[src/rtl/communication_tx_scheduler_if.sv]
// Requester, serial-link and ack signals shared between the tx scheduler and its environment.
interface communication_tx_scheduler_if #(
  parameter int NREQ = 4
);
  logic [NREQ-1:0]   req;
  logic [8*NREQ-1:0] req_data;
  logic [NREQ-1:0]   gnt;
  logic              tx_data;
  logic              tx_freq;
  logic              tx_en;
  logic              rx_ready;
  logic              busy;
  logic              err_timeout;

  modport master (
    input  req, req_data, rx_ready,
    output gnt, tx_data, tx_freq, tx_en, busy, err_timeout
  );

  modport slave (
    output req, req_data, rx_ready,
    input  gnt, tx_data, tx_freq, tx_en, busy, err_timeout
  );
endinterface

[src/rtl/communication_tx_scheduler.sv]
// Round-robin arbiter plus serialiser: start, 8 data bits LSB first, parity, stop bits,
// then waits for the receiver's synchronised rx_ready rising edge or a timeout.
module communication_tx_scheduler #(
  parameter int NREQ        = 4,
  parameter int DIV         = 8,
  parameter int STOP_BITS   = 2,
  parameter int PARITY_ODD  = 0,
  parameter int ACK_TIMEOUT = 64
) (
  input  logic                        clk2,
  input  logic                        rst,
  communication_tx_scheduler_if.master bus
);
  localparam int PW = (NREQ > 1) ? $clog2(NREQ) : 1;
  localparam int CW = (DIV > 1) ? $clog2(DIV) : 1;
  localparam int TW = $clog2(ACK_TIMEOUT + 1);

  typedef enum logic [2:0] {
    S_IDLE,
    S_START,
    S_DATA,
    S_PARITY,
    S_STOP,
    S_WAIT_ACK
  } state_t;

  state_t          state_reg, state_next;
  logic [CW-1:0]   cnt_reg, cnt_next;
  logic [2:0]      idx_reg, idx_next;
  logic [TW-1:0]   tmo_reg, tmo_next;
  logic [PW-1:0]   ptr_reg, ptr_next;
  logic [7:0]      data_reg, data_next;
  logic            par_reg, par_next;
  logic [NREQ-1:0] gnt_reg, gnt_next;
  logic            err_reg, err_next;
  logic            sync1_reg, sync2_reg, sync3_reg;

  logic [7:0]      req_byte [NREQ];
  logic            win_found;
  logic [PW-1:0]   win_idx;
  logic [PW-1:0]   cand;
  logic            in_bit;
  logic            bit_end;
  logic            ack_edge;
  logic            tx_bit;

  generate
    for (genvar gi = 0; gi < NREQ; gi++) begin : g_unpack
      assign req_byte[gi] = bus.req_data[8*gi +: 8];
    end
  endgenerate

  // Scan ptr+1, ptr+2, ... so the last winner has lowest priority next time.
  always_comb begin
    win_found = 1'b0;
    win_idx   = '0;
    cand      = '0;
    for (int k = 1; k <= NREQ; k++) begin
      cand = PW'((int'(ptr_reg) + k) % NREQ);
      if (!win_found && bus.req[cand]) begin
        win_found = 1'b1;
        win_idx   = cand;
      end
    end
  end

  assign in_bit   = (state_reg == S_START) || (state_reg == S_DATA) ||
                    (state_reg == S_PARITY) || (state_reg == S_STOP);
  assign bit_end  = (cnt_reg == CW'(DIV - 1));
  assign ack_edge = sync2_reg & ~sync3_reg;

  always_ff @(posedge clk2 or posedge rst) begin
    if (rst) begin
      state_reg <= S_IDLE;
      cnt_reg   <= '0;
      idx_reg   <= '0;
      tmo_reg   <= '0;
      ptr_reg   <= PW'(NREQ - 1);
      data_reg  <= '0;
      par_reg   <= 1'b0;
      gnt_reg   <= '0;
      err_reg   <= 1'b0;
      sync1_reg <= 1'b0;
      sync2_reg <= 1'b0;
      sync3_reg <= 1'b0;
    end else begin
      state_reg <= state_next;
      cnt_reg   <= cnt_next;
      idx_reg   <= idx_next;
      tmo_reg   <= tmo_next;
      ptr_reg   <= ptr_next;
      data_reg  <= data_next;
      par_reg   <= par_next;
      gnt_reg   <= gnt_next;
      err_reg   <= err_next;
      sync1_reg <= bus.rx_ready;
      sync2_reg <= sync1_reg;
      sync3_reg <= sync2_reg;
    end
  end

  always_comb begin
    state_next = state_reg;
    cnt_next   = cnt_reg;
    idx_next   = idx_reg;
    tmo_next   = tmo_reg;
    ptr_next   = ptr_reg;
    data_next  = data_reg;
    par_next   = par_reg;
    gnt_next   = '0;
    err_next   = 1'b0;

    if (in_bit) begin
      cnt_next = bit_end ? '0 : cnt_reg + 1'b1;
    end

    case (state_reg)
      S_IDLE: begin
        if (win_found) begin
          state_next = S_START;
          cnt_next   = '0;
          ptr_next   = win_idx;
          data_next  = req_byte[win_idx];
          par_next   = (PARITY_ODD != 0) ? ~^req_byte[win_idx] : ^req_byte[win_idx];
          gnt_next   = NREQ'(1) << win_idx;
        end
      end
      S_START: begin
        if (bit_end) begin
          state_next = S_DATA;
          idx_next   = '0;
        end
      end
      S_DATA: begin
        if (bit_end) begin
          if (idx_reg == 3'd7) begin
            state_next = S_PARITY;
          end else begin
            idx_next = idx_reg + 1'b1;
          end
        end
      end
      S_PARITY: begin
        if (bit_end) begin
          state_next = S_STOP;
          idx_next   = '0;
        end
      end
      S_STOP: begin
        if (bit_end) begin
          if (idx_reg == 3'(STOP_BITS - 1)) begin
            state_next = S_WAIT_ACK;
            tmo_next   = '0;
          end else begin
            idx_next = idx_reg + 1'b1;
          end
        end
      end
      S_WAIT_ACK: begin
        // An ack arriving on the timeout cycle takes precedence over the error.
        if (ack_edge) begin
          state_next = S_IDLE;
        end else if (tmo_reg == TW'(ACK_TIMEOUT - 1)) begin
          state_next = S_IDLE;
          err_next   = 1'b1;
        end else begin
          tmo_next = tmo_reg + 1'b1;
        end
      end
      default: state_next = S_IDLE;
    endcase
  end

  always_comb begin
    tx_bit = 1'b1;
    case (state_reg)
      S_START:  tx_bit = 1'b0;
      S_DATA:   tx_bit = data_reg[idx_reg];
      S_PARITY: tx_bit = par_reg;
      default:  tx_bit = 1'b1;
    endcase
  end

  // Bit clock high in the second half of each bit so the receiver samples mid-bit.
  assign bus.tx_data     = tx_bit;
  assign bus.tx_freq     = in_bit && (cnt_reg >= CW'(DIV / 2));
  assign bus.tx_en       = in_bit;
  assign bus.busy        = (state_reg != S_IDLE);
  assign bus.gnt         = gnt_reg;
  assign bus.err_timeout = err_reg;
endmodule

[src/flat_wrapper.sv]
// flat-port wrapper written by rule: the top's interface ports become plain ports
module communication_tx_scheduler_flat 
#(
  parameter int NREQ        = 4,
  parameter int DIV         = 8,
  parameter int STOP_BITS   = 2,
  parameter int PARITY_ODD  = 0,
  parameter int ACK_TIMEOUT = 64
)
  (clk2, rst, bus_req, bus_req_data, bus_rx_ready, bus_gnt, bus_tx_data, bus_tx_freq, bus_tx_en, bus_busy, bus_err_timeout);
  communication_tx_scheduler_if #(.NREQ(NREQ)) bus_i ();
  input  logic clk2;
  input  logic rst;
  input wire logic [$bits(bus_i.req)-1:0] bus_req;
  input wire logic [$bits(bus_i.req_data)-1:0] bus_req_data;
  input wire logic [$bits(bus_i.rx_ready)-1:0] bus_rx_ready;
  output wire logic [$bits(bus_i.gnt)-1:0] bus_gnt;
  output wire logic [$bits(bus_i.tx_data)-1:0] bus_tx_data;
  output wire logic [$bits(bus_i.tx_freq)-1:0] bus_tx_freq;
  output wire logic [$bits(bus_i.tx_en)-1:0] bus_tx_en;
  output wire logic [$bits(bus_i.busy)-1:0] bus_busy;
  output wire logic [$bits(bus_i.err_timeout)-1:0] bus_err_timeout;
  assign bus_i.req = bus_req;
  assign bus_i.req_data = bus_req_data;
  assign bus_i.rx_ready = bus_rx_ready;
  assign bus_gnt = bus_i.gnt;
  assign bus_tx_data = bus_i.tx_data;
  assign bus_tx_freq = bus_i.tx_freq;
  assign bus_tx_en = bus_i.tx_en;
  assign bus_busy = bus_i.busy;
  assign bus_err_timeout = bus_i.err_timeout;
  communication_tx_scheduler #(.NREQ(NREQ), .DIV(DIV), .STOP_BITS(STOP_BITS), .PARITY_ODD(PARITY_ODD), .ACK_TIMEOUT(ACK_TIMEOUT)) u_core (.clk2(clk2), .rst(rst), .bus(bus_i));
endmodule
[config.mk]
export PLATFORM = sky130hd
export DESIGN_NAME = communication_tx_scheduler_flat
export DESIGN_NICKNAME = d
export VERILOG_FILES = /design/src/rtl/communication_tx_scheduler_if.sv /design/src/rtl/communication_tx_scheduler.sv /design/src/flat_wrapper.sv
export SDC_FILE = /design/constraint.sdc
export NUM_CORES = 1
export LEC_CHECK = 0
export CORE_AREA = 2 2 92 94
export CTS_CLUSTER_DIAMETER = 60
export DETAILED_ROUTE_END_ITERATION = 8
export DIE_AREA = 0 0 94 96
export PLACE_DENSITY_LB_ADDON = 0.12
export SLEW_MARGIN = 20
export SYNTH_ARGS = -nofsm -noshare
export SYNTH_HDL_FRONTEND = slang
export SYNTH_SLANG_ARGS = --single-unit
export TNS_END_PERCENT = 10
[constraint.sdc]
create_clock -name clk2 -period 2.4 [get_ports clk2]
set_input_delay 0.24 -clock clk2 [delete_from_list [all_inputs] [get_ports clk2]]
set_output_delay 0.24 -clock clk2 [all_outputs]
set_load 0.1 [all_outputs]
==> impl_results.md <==
* Worst-path cell chain: mux2i_1, o22a_2, o21ai_4, a211o_1, a211o_1, a211o_1, and4_4, o31ai_4
* Total grt overflow at 0
* Hold WC Path Type: reg -> reg
* Switching pwr at 1.86 mW
* Fin Hold WS at ~0.34 ns
* Initial DRC count at 56
* CTS clk-pin slew, worst paths at around 0.080 ns
* Synth async-reset ratio at 100%
* RSZ-0062 raised after global routing: true
* DR pass1 iterations at 4
* Post-CTS Hold Fix Bufs at 0
* WL/cell at ~14 µm
* Main synth FF type: dfrtp_1
* Tightest Pin Transition at a little under 0.6 ns
* Flop pwr share at between 20% and 30%
* Max FO, Critical Path at 7
* Met3 Resource Use GR at 2.19%
* Startpoint types: flip-flop
* Cell leakage power at between 1 and 1.5 nW
* Max Cap Viol at 0
* Cell mode on critical path: a211o_1
* CTS tree: yes
* Power Density at between 1000 and 1500 mW/mm²
* Share of cells above drive strength 1 at between 20% and 30%
* Vias in the first global route at 2132
* Hold Crit Endpoint: u_core.sync2_reg$_DFF_PP0_
* Sw Share at about 44%
* Reg2reg start: u_core.ptr_reg[1]$_DFFE_PP1P_
* Netlist cell types at 46
* Worst EP arrival at approximately 2.7 ns
* Detailed placement HPWL at between 4 and 5 mm
* CTS Buf Count at 5
* Most common cell after layout, fill and taps aside: buf_4
* Syn avg cell area at 9.41 µm²
* Clock Tree Buf Depth at 2
* Max Clock Skew at 0.0100 ns
* Slowest CP cell: dfstp_2
* Maximum VDD drop at roughly 0.43 mV
* Tcrit/Tclk final at 104%
* IO Port Bufs at between 40 and 50
* Clk pwr share at 12.7%
* Crit end category: flip-flop
* Worst setup path category: reg -> reg
* Worst skew pair latency at between 0.2 and 0.3 ns
* Final min period at between 2 and 3 ns
* Int Pwr at approximately 2.3 mW
* Final setup margin at -0.105 ns
* Final ANT Viol Nets at 0
* Synthesized flop and latch total at 35
* Grt met2 use at between 20% and 30%
* Post-synthesis cell count at between 200 and 250
* Req. time, crit path at between 2 and 3 ns
* Combinational share of power at a little under two thirds
* Overall global routing resource usage at between 10 and 15%
* R2R cell count at 8
* Reg2Reg Setup Slack at -0.11 ns
* Grt met1 use at approximately 17%
* Die width at around 94 µm
* Seq/Total Area, Yosys at between 40 and 50%
* Clk sink count at 35
* CP Launch Point: u_core.ptr_reg[1]$_DFFE_PP1P_
* DRC at 0
* IO Pins at 48
* Vias post-DR at about 2000
* Synth Net Count at ~270
* H-tree levels at 2
* Post-Route WL at ~5.8 mm
* Final Setup Violations at 1
* Worst path max stage delay at roughly 0.6 ns
* Final hold viol count at 0
* Reg2reg end: u_core.par_reg$_DFFE_PP0P_
* Gr busiest metal: met2
* Number of diodes at 0
* Initial antenna violation count at 0
* Post-route cell area at roughly 0.0033 mm²
* Hold_sp: u_core.sync1_reg$_DFF_PP0_
* Root buf cell: clkbuf_8
* Die area at approximately 0.009 mm²
* Failing checks: setup timing
* Syn. warnings at 0
* Max Clock Freq at 0.399 GHz
* Area grow syn2layout at 53.3%
* Largest net degree at the start of global routing at 36
* Post-synth EDFFs at 0
* Max reg flops at 8
* FP Rows at 33
* Max-slew violations at 0
* Pre-CTS setup slack at -0.449 ns
* Dpl cell area at 0.00298 mm²
* CORE AREA at approximately 0.0081 mm²
* Routability cong. at 0.791
* Status: finished with violations
* Worst Hold Depth at 0
* DIE HEIGHT at 96 µm
* Cell Area, Synth at between 0.002 and 0.0025 mm²
* First-pass GRT wire length at 10.0 mm
* Slew margin rel. at approximately three fifths
* DR vias/cell at 4.82
* Initial core utilization at 26.5%
* Net count, final at between 300 and 400
* Most frequent cells in the layout: buf_4, clkdlybuf4s50_1, dfrtp_1
stage by stage:
stage	util, %	power (mW)	setup TNS, ns	instances
floorplan	-	2.60	-0.115	227
global placement	37.0	3.41	-0.427	402
detailed placement	37.0	3.43	-0.449	402
CTS	40.3	4.18	-0.0644	417
global route	40.7	4.52	-0.191	418
finish	40.7	4.19	-0.105	418
final cells by class:
class / instances / area [µm²]
inverters: 6 / 22.5
clock inverters: 3 / 43.8
repair buffers: 87 / 810
fillers: 805 / 4770
clock buffers: 5 / 68.8
well taps: 105 / 131
flip-flops and latches: 35 / 880
multi-input cells: 177 / 1320
synthesized netlist by cell type (all sizes together), types with 3 or more instances:
cell type | instances | area [µm²]
clkbuf | 7 | 26.3
a211o | 12 | 105
nor3 | 7 | 35.0
ha | 6 | 75.1
and2 | 4 | 27.5
dfrtp | 33 | 826
inv | 6 | 22.5
nand2b | 4 | 25.0
o31ai | 7 | 57.6
a31oi | 3 | 25.0
mux2i | 5 | 50.1
o211ai | 5 | 37.5
o21ai | 15 | 75.1
a21oi | 6 | 30.0
a211oi | 11 | 82.6
a21boi | 17 | 128
nand2 | 30 | 113
nor2 | 14 | 55.1
buf | 4 | 35.0
nand3 | 5 | 25.0
a21o | 3 | 22.5
worst max-delay path by stage:
stage / end / cells past startpoint
global placement: u_core.par_reg$_DFFE_PP0P_ / 10
detailed placement: u_core.par_reg$_DFFE_PP0P_ / 10
global route: u_core.par_reg$_DFFE_PP0P_ / 11
finish: u_core.par_reg$_DFFE_PP0P_ / 8
floorplan: u_core.par_reg$_DFFE_PP0P_ / 10
CTS: u_core.par_reg$_DFFE_PP0P_ / 9
power by group through the flow:
stage | Clock [mW] | Sequential, mW | Combinational (mW)
6_report | 0.533 | 1.00 | 2.66
5_1_grt | 0.588 | 1.04 | 2.90
4_1_cts | 0.559 | 1.01 | 2.61
3_5_place_dp | 0 | 1.01 | 2.42
3_3_place_gp | 0 | 1.00 | 2.40
2_1_floorplan | 0 | 0.976 | 1.63
routing by layer:
layer / vias up / part of all wire [%]
li1: 1013 / -
met1: 940 / 46
met2: 48 / 49
met3: 13 / 3.1
met4: 0 / 2.5
met5: - / 0
critical path: cells and delay by family (launching register included):
| family | cells | cell delay, ns |
|---|---|---|
| AND/OR/NAND/NOR | 1 | 0.18 |
| flip-flops | 1 | 0.60 |
| multiplexers | 1 | 0.20 |
| AO/OA/AOI/OAI | 6 | 1.41 |
cell families (layout without fill, tap and decap cells):
logic type	Yosys count	in the layout	synth area share, %
AO/OA/AOI/OAI	90	91	31.1
AND/OR/NAND/NOR	71	72	15.5
flip-flops	35	35	41.1
buffers and inverters	17	101	3.92
multiplexers	7	7	4.45
adder cells (fa/ha/maj)	6	6	3.51
XOR/XNOR	1	1	0.410
repair_timing:
item,4_1_cts,5_1_grt
setup buffers,4,1
setup endpoints to repair,2,2
cloned,3,0
resized for setup,26,7
pin swaps,12,11
(Power assumes the default switching activity.)
==> RTL edit, RTL diff (same settings) <==
`DIV` is set to 8 in 2 places; all go to 32.
--- a/src/rtl/communication_tx_scheduler.sv
+++ b/src/rtl/communication_tx_scheduler.sv
@@ -4,3 +4,3 @@
   parameter int NREQ        = 4,
-  parameter int DIV         = 8,
+  parameter int DIV         = 32,
   parameter int STOP_BITS   = 2,
--- a/src/flat_wrapper.sv
+++ b/src/flat_wrapper.sv
@@ -4,3 +4,3 @@
   parameter int NREQ        = 4,
-  parameter int DIV         = 8,
+  parameter int DIV         = 32,
   parameter int STOP_BITS   = 2,
Function: no difference found for any inputs over 4 cycles, from zero or initial values and one cycle with rst high; that may be too few to reach the edited logic, so the function may still have changed.
==> RTL edit against the unedited design <==
Power fell by 30%. Synthesized area increased by 11%. Highest routed layer unchanged. Sequential cell count increased by 2. Critical path type is now reg2out. Wire length down 13%. Final area down 6.1%. First-iteration DRC count shrank 34%. Setup slack better by 250 ps. Count of clock-buffer cells in the layout grew 1.
==> RTL edit: results (changes against the unedited design) <==
{| class="wikitable"
! Metric !! Value
|-
| Result of the run || complete, no violations (was finished with violations)
|-
| Delay of the slowest cell on the worst path || 520 ps (was 600 ps)
|-
| Top cells by count, synth || 35 x sky130_fd_sc_hd__dfrtp_1, 27 x sky130_fd_sc_hd__xnor2_1, 24 x sky130_fd_sc_hd__nand2_1, 19 x sky130_fd_sc_hd__nor2_1, 18 x sky130_fd_sc_hd__mux2i_1 (was 33 x sky130_fd_sc_hd__dfrtp_1, 30 x sky130_fd_sc_hd__nand2_1, 17 x sky130_fd_sc_hd__a21boi_0, 14 x sky130_fd_sc_hd__o21ai_0, 13 x sky130_fd_sc_hd__nor2_1)
|-
| Synthesized net count || 290 (was 272)
|-
| Total internal power || 0.001635 W (was 0.002334 W)
|-
| Leakage power total || 1.310 nW (was 1.444 nW)
|-
| Layout cell share with drive strength beyond 1 || 0.1644 (was 0.2843)
|-
| Arithmetic-cell share of the synthesized area counting full adders, half adders and majority gates || 0.03156 (was 0.03513)
|-
| Yosys synthesis warning count || 0 (unchanged)
|-
| Number of standard cells after synthesis || 245 (was 227)
|-
| Main area contributors after synthesis || sky130_fd_sc_hd__dfrtp_1 37%, sky130_fd_sc_hd__xnor2_1 9.9%, sky130_fd_sc_hd__mux2i_1 7.6%, sky130_fd_sc_hd__mux2_2 4.7%, sky130_fd_sc_hd__nand2_1 3.8% (was sky130_fd_sc_hd__dfrtp_1 39%, sky130_fd_sc_hd__a21boi_0 6.0%, sky130_fd_sc_hd__nand2_1 5.3%, sky130_fd_sc_hd__a211o_1 4.9%, sky130_fd_sc_hd__a211oi_1 3.9%)
|-
| Final RePlAce weighted congestion || 0.7674 (was 0.7908)
|-
| Nets@finish || 342 (was 357)
|-
| Crit path max-delay cell type || sky130_fd_sc_hd__mux4_2 (was sky130_fd_sc_hd__dfstp_2)
|-
| Post-detailed-route via-to-cell ratio || 4.608 (was 4.818)
|-
| Post-synth cell types || 45 (was 46)
|-
| Max Clock Skew || 9.622 ps (was 10.00 ps)
|-
| Slew at the pin closest to its max-slew limit || 607.2 ps (was 595.1 ps)
|-
| Overall Global Routing Usage || 0.1227 (was 0.1413)
|-
| Post-Place Cells || 395 (was 402)
|-
| Number of filler instances in the final layout || 837 (was 805)
|-
| Peak supply drop || 0.3710 mV (was 0.4279 mV)
|-
| Compound-cell area share of the yosys netlist || 0.1305 (was 0.3115)
|-
| Detailed Routing Iterations Pass 1 || 3 (was 4)
|-
| First DRT Iteration DRCs || 37 (was 56)
|-
| Detailed Route WL || 5.026 mm (was 5.752 mm)
|-
| Half-perimeter wire length of the detailed placement result || 3.888 mm (was 4.123 mm)
|-
| Final routed wire length divided by cell count || 12.47 um (was 13.76 um)
|-
| Vias in the first global route || 1887 (was 2132)
|}
==> RTL edit: kinds of logic after synthesis <==
kind of cell,count (synthesis)
and+or+nand+nor,75
AOI/OAI and AO/OA,47
DFF,37
xor gates and xnor gates,30
muxes,30
buffers and inverters,20
adders and majority gates,6
==> RTL edit: area by class of cell <==
class	count	share of cell area
clock inverters	2	0.003253
repair buffers	55	0.1773
clock buffers	6	0.02359
multi-input cells	188	0.4376
inverters	10	0.01342
well taps	105	0.04270
flip-flops and latches	37	0.3022
==> RTL edit: per-layer routing <==
metal | routed length, um | up-vias | GRT usage
li1 | - | 959 | -
met1 | 2485 | 867 | 0.1617
met2 | 2353 | 26 | 0.2060
met3 | 140 | 5 | 0.02506
met4 | 48 | 0 | 0.03261
met5 | 0 | - | 0
==> RTL edit: timing repair <==
item | 4_1_cts | 5_1_grt
resized for setup | 0 | 1
buffers inserted | 0 | 0
endpoints found under the setup margin | 0 | 1
hold buffers | 0 | 0
==> RTL edit: path summary, 6_finish.rpt <==
| check | start | to | cells past startpoint | slack (ps) |
|---|---|---|---|---|
| min | u_core.sync1_reg | u_core.sync2_reg | 0 | 360 |
| max | u_core.idx_reg[0] | bus_tx_data | 5 | 150 |
| min reg2reg | u_core.sync1_reg | u_core.sync2_reg | 0 | 360 |
| min in group asynchronous | rst | u_core.bus.gnt[3] | 3 | 370 |
| max in group asynchronous | rst | u_core.idx_reg[0] | 3 | 1650 |
| max reg2reg | u_core.cnt_reg[0] | u_core.idx_reg[0] | 6 | 440 |
==> RTL edit: metrics by stage <==
stage | hold slack, ps | worst slack (ps) | instance area (sq um) | total power (W)
after global routing | 373.9 | 15.99 | 3077 | 0.003136
after detailed placement | 341.2 | 357.1 | 2993 | 0.002522
after global placement | 333.1 | 381.3 | 2993 | 0.002518
final | 358.2 | 147.3 | 3077 | 0.002921
after floorplan | 271.4 | 21.92 | 2389 | 0.002123
after CTS | 360.0 | 52.10 | 3075 | 0.002958
==> RTL edit: power groups by stage <==
| stage | Combinational [W] | Sequential, W | Clock (W) |
|---|---|---|---|
| after global placement | 0.00160 | 0.000916 | 0 |
| after detailed placement | 0.00161 | 0.000915 | 0 |
| after global routing | 0.00173 | 0.000927 | 0.000475 |
| final | 0.00159 | 0.000903 | 0.000429 |
| after floorplan | 0.00110 | 0.00102 | 0 |
| after CTS | 0.00161 | 0.000903 | 0.000446 |
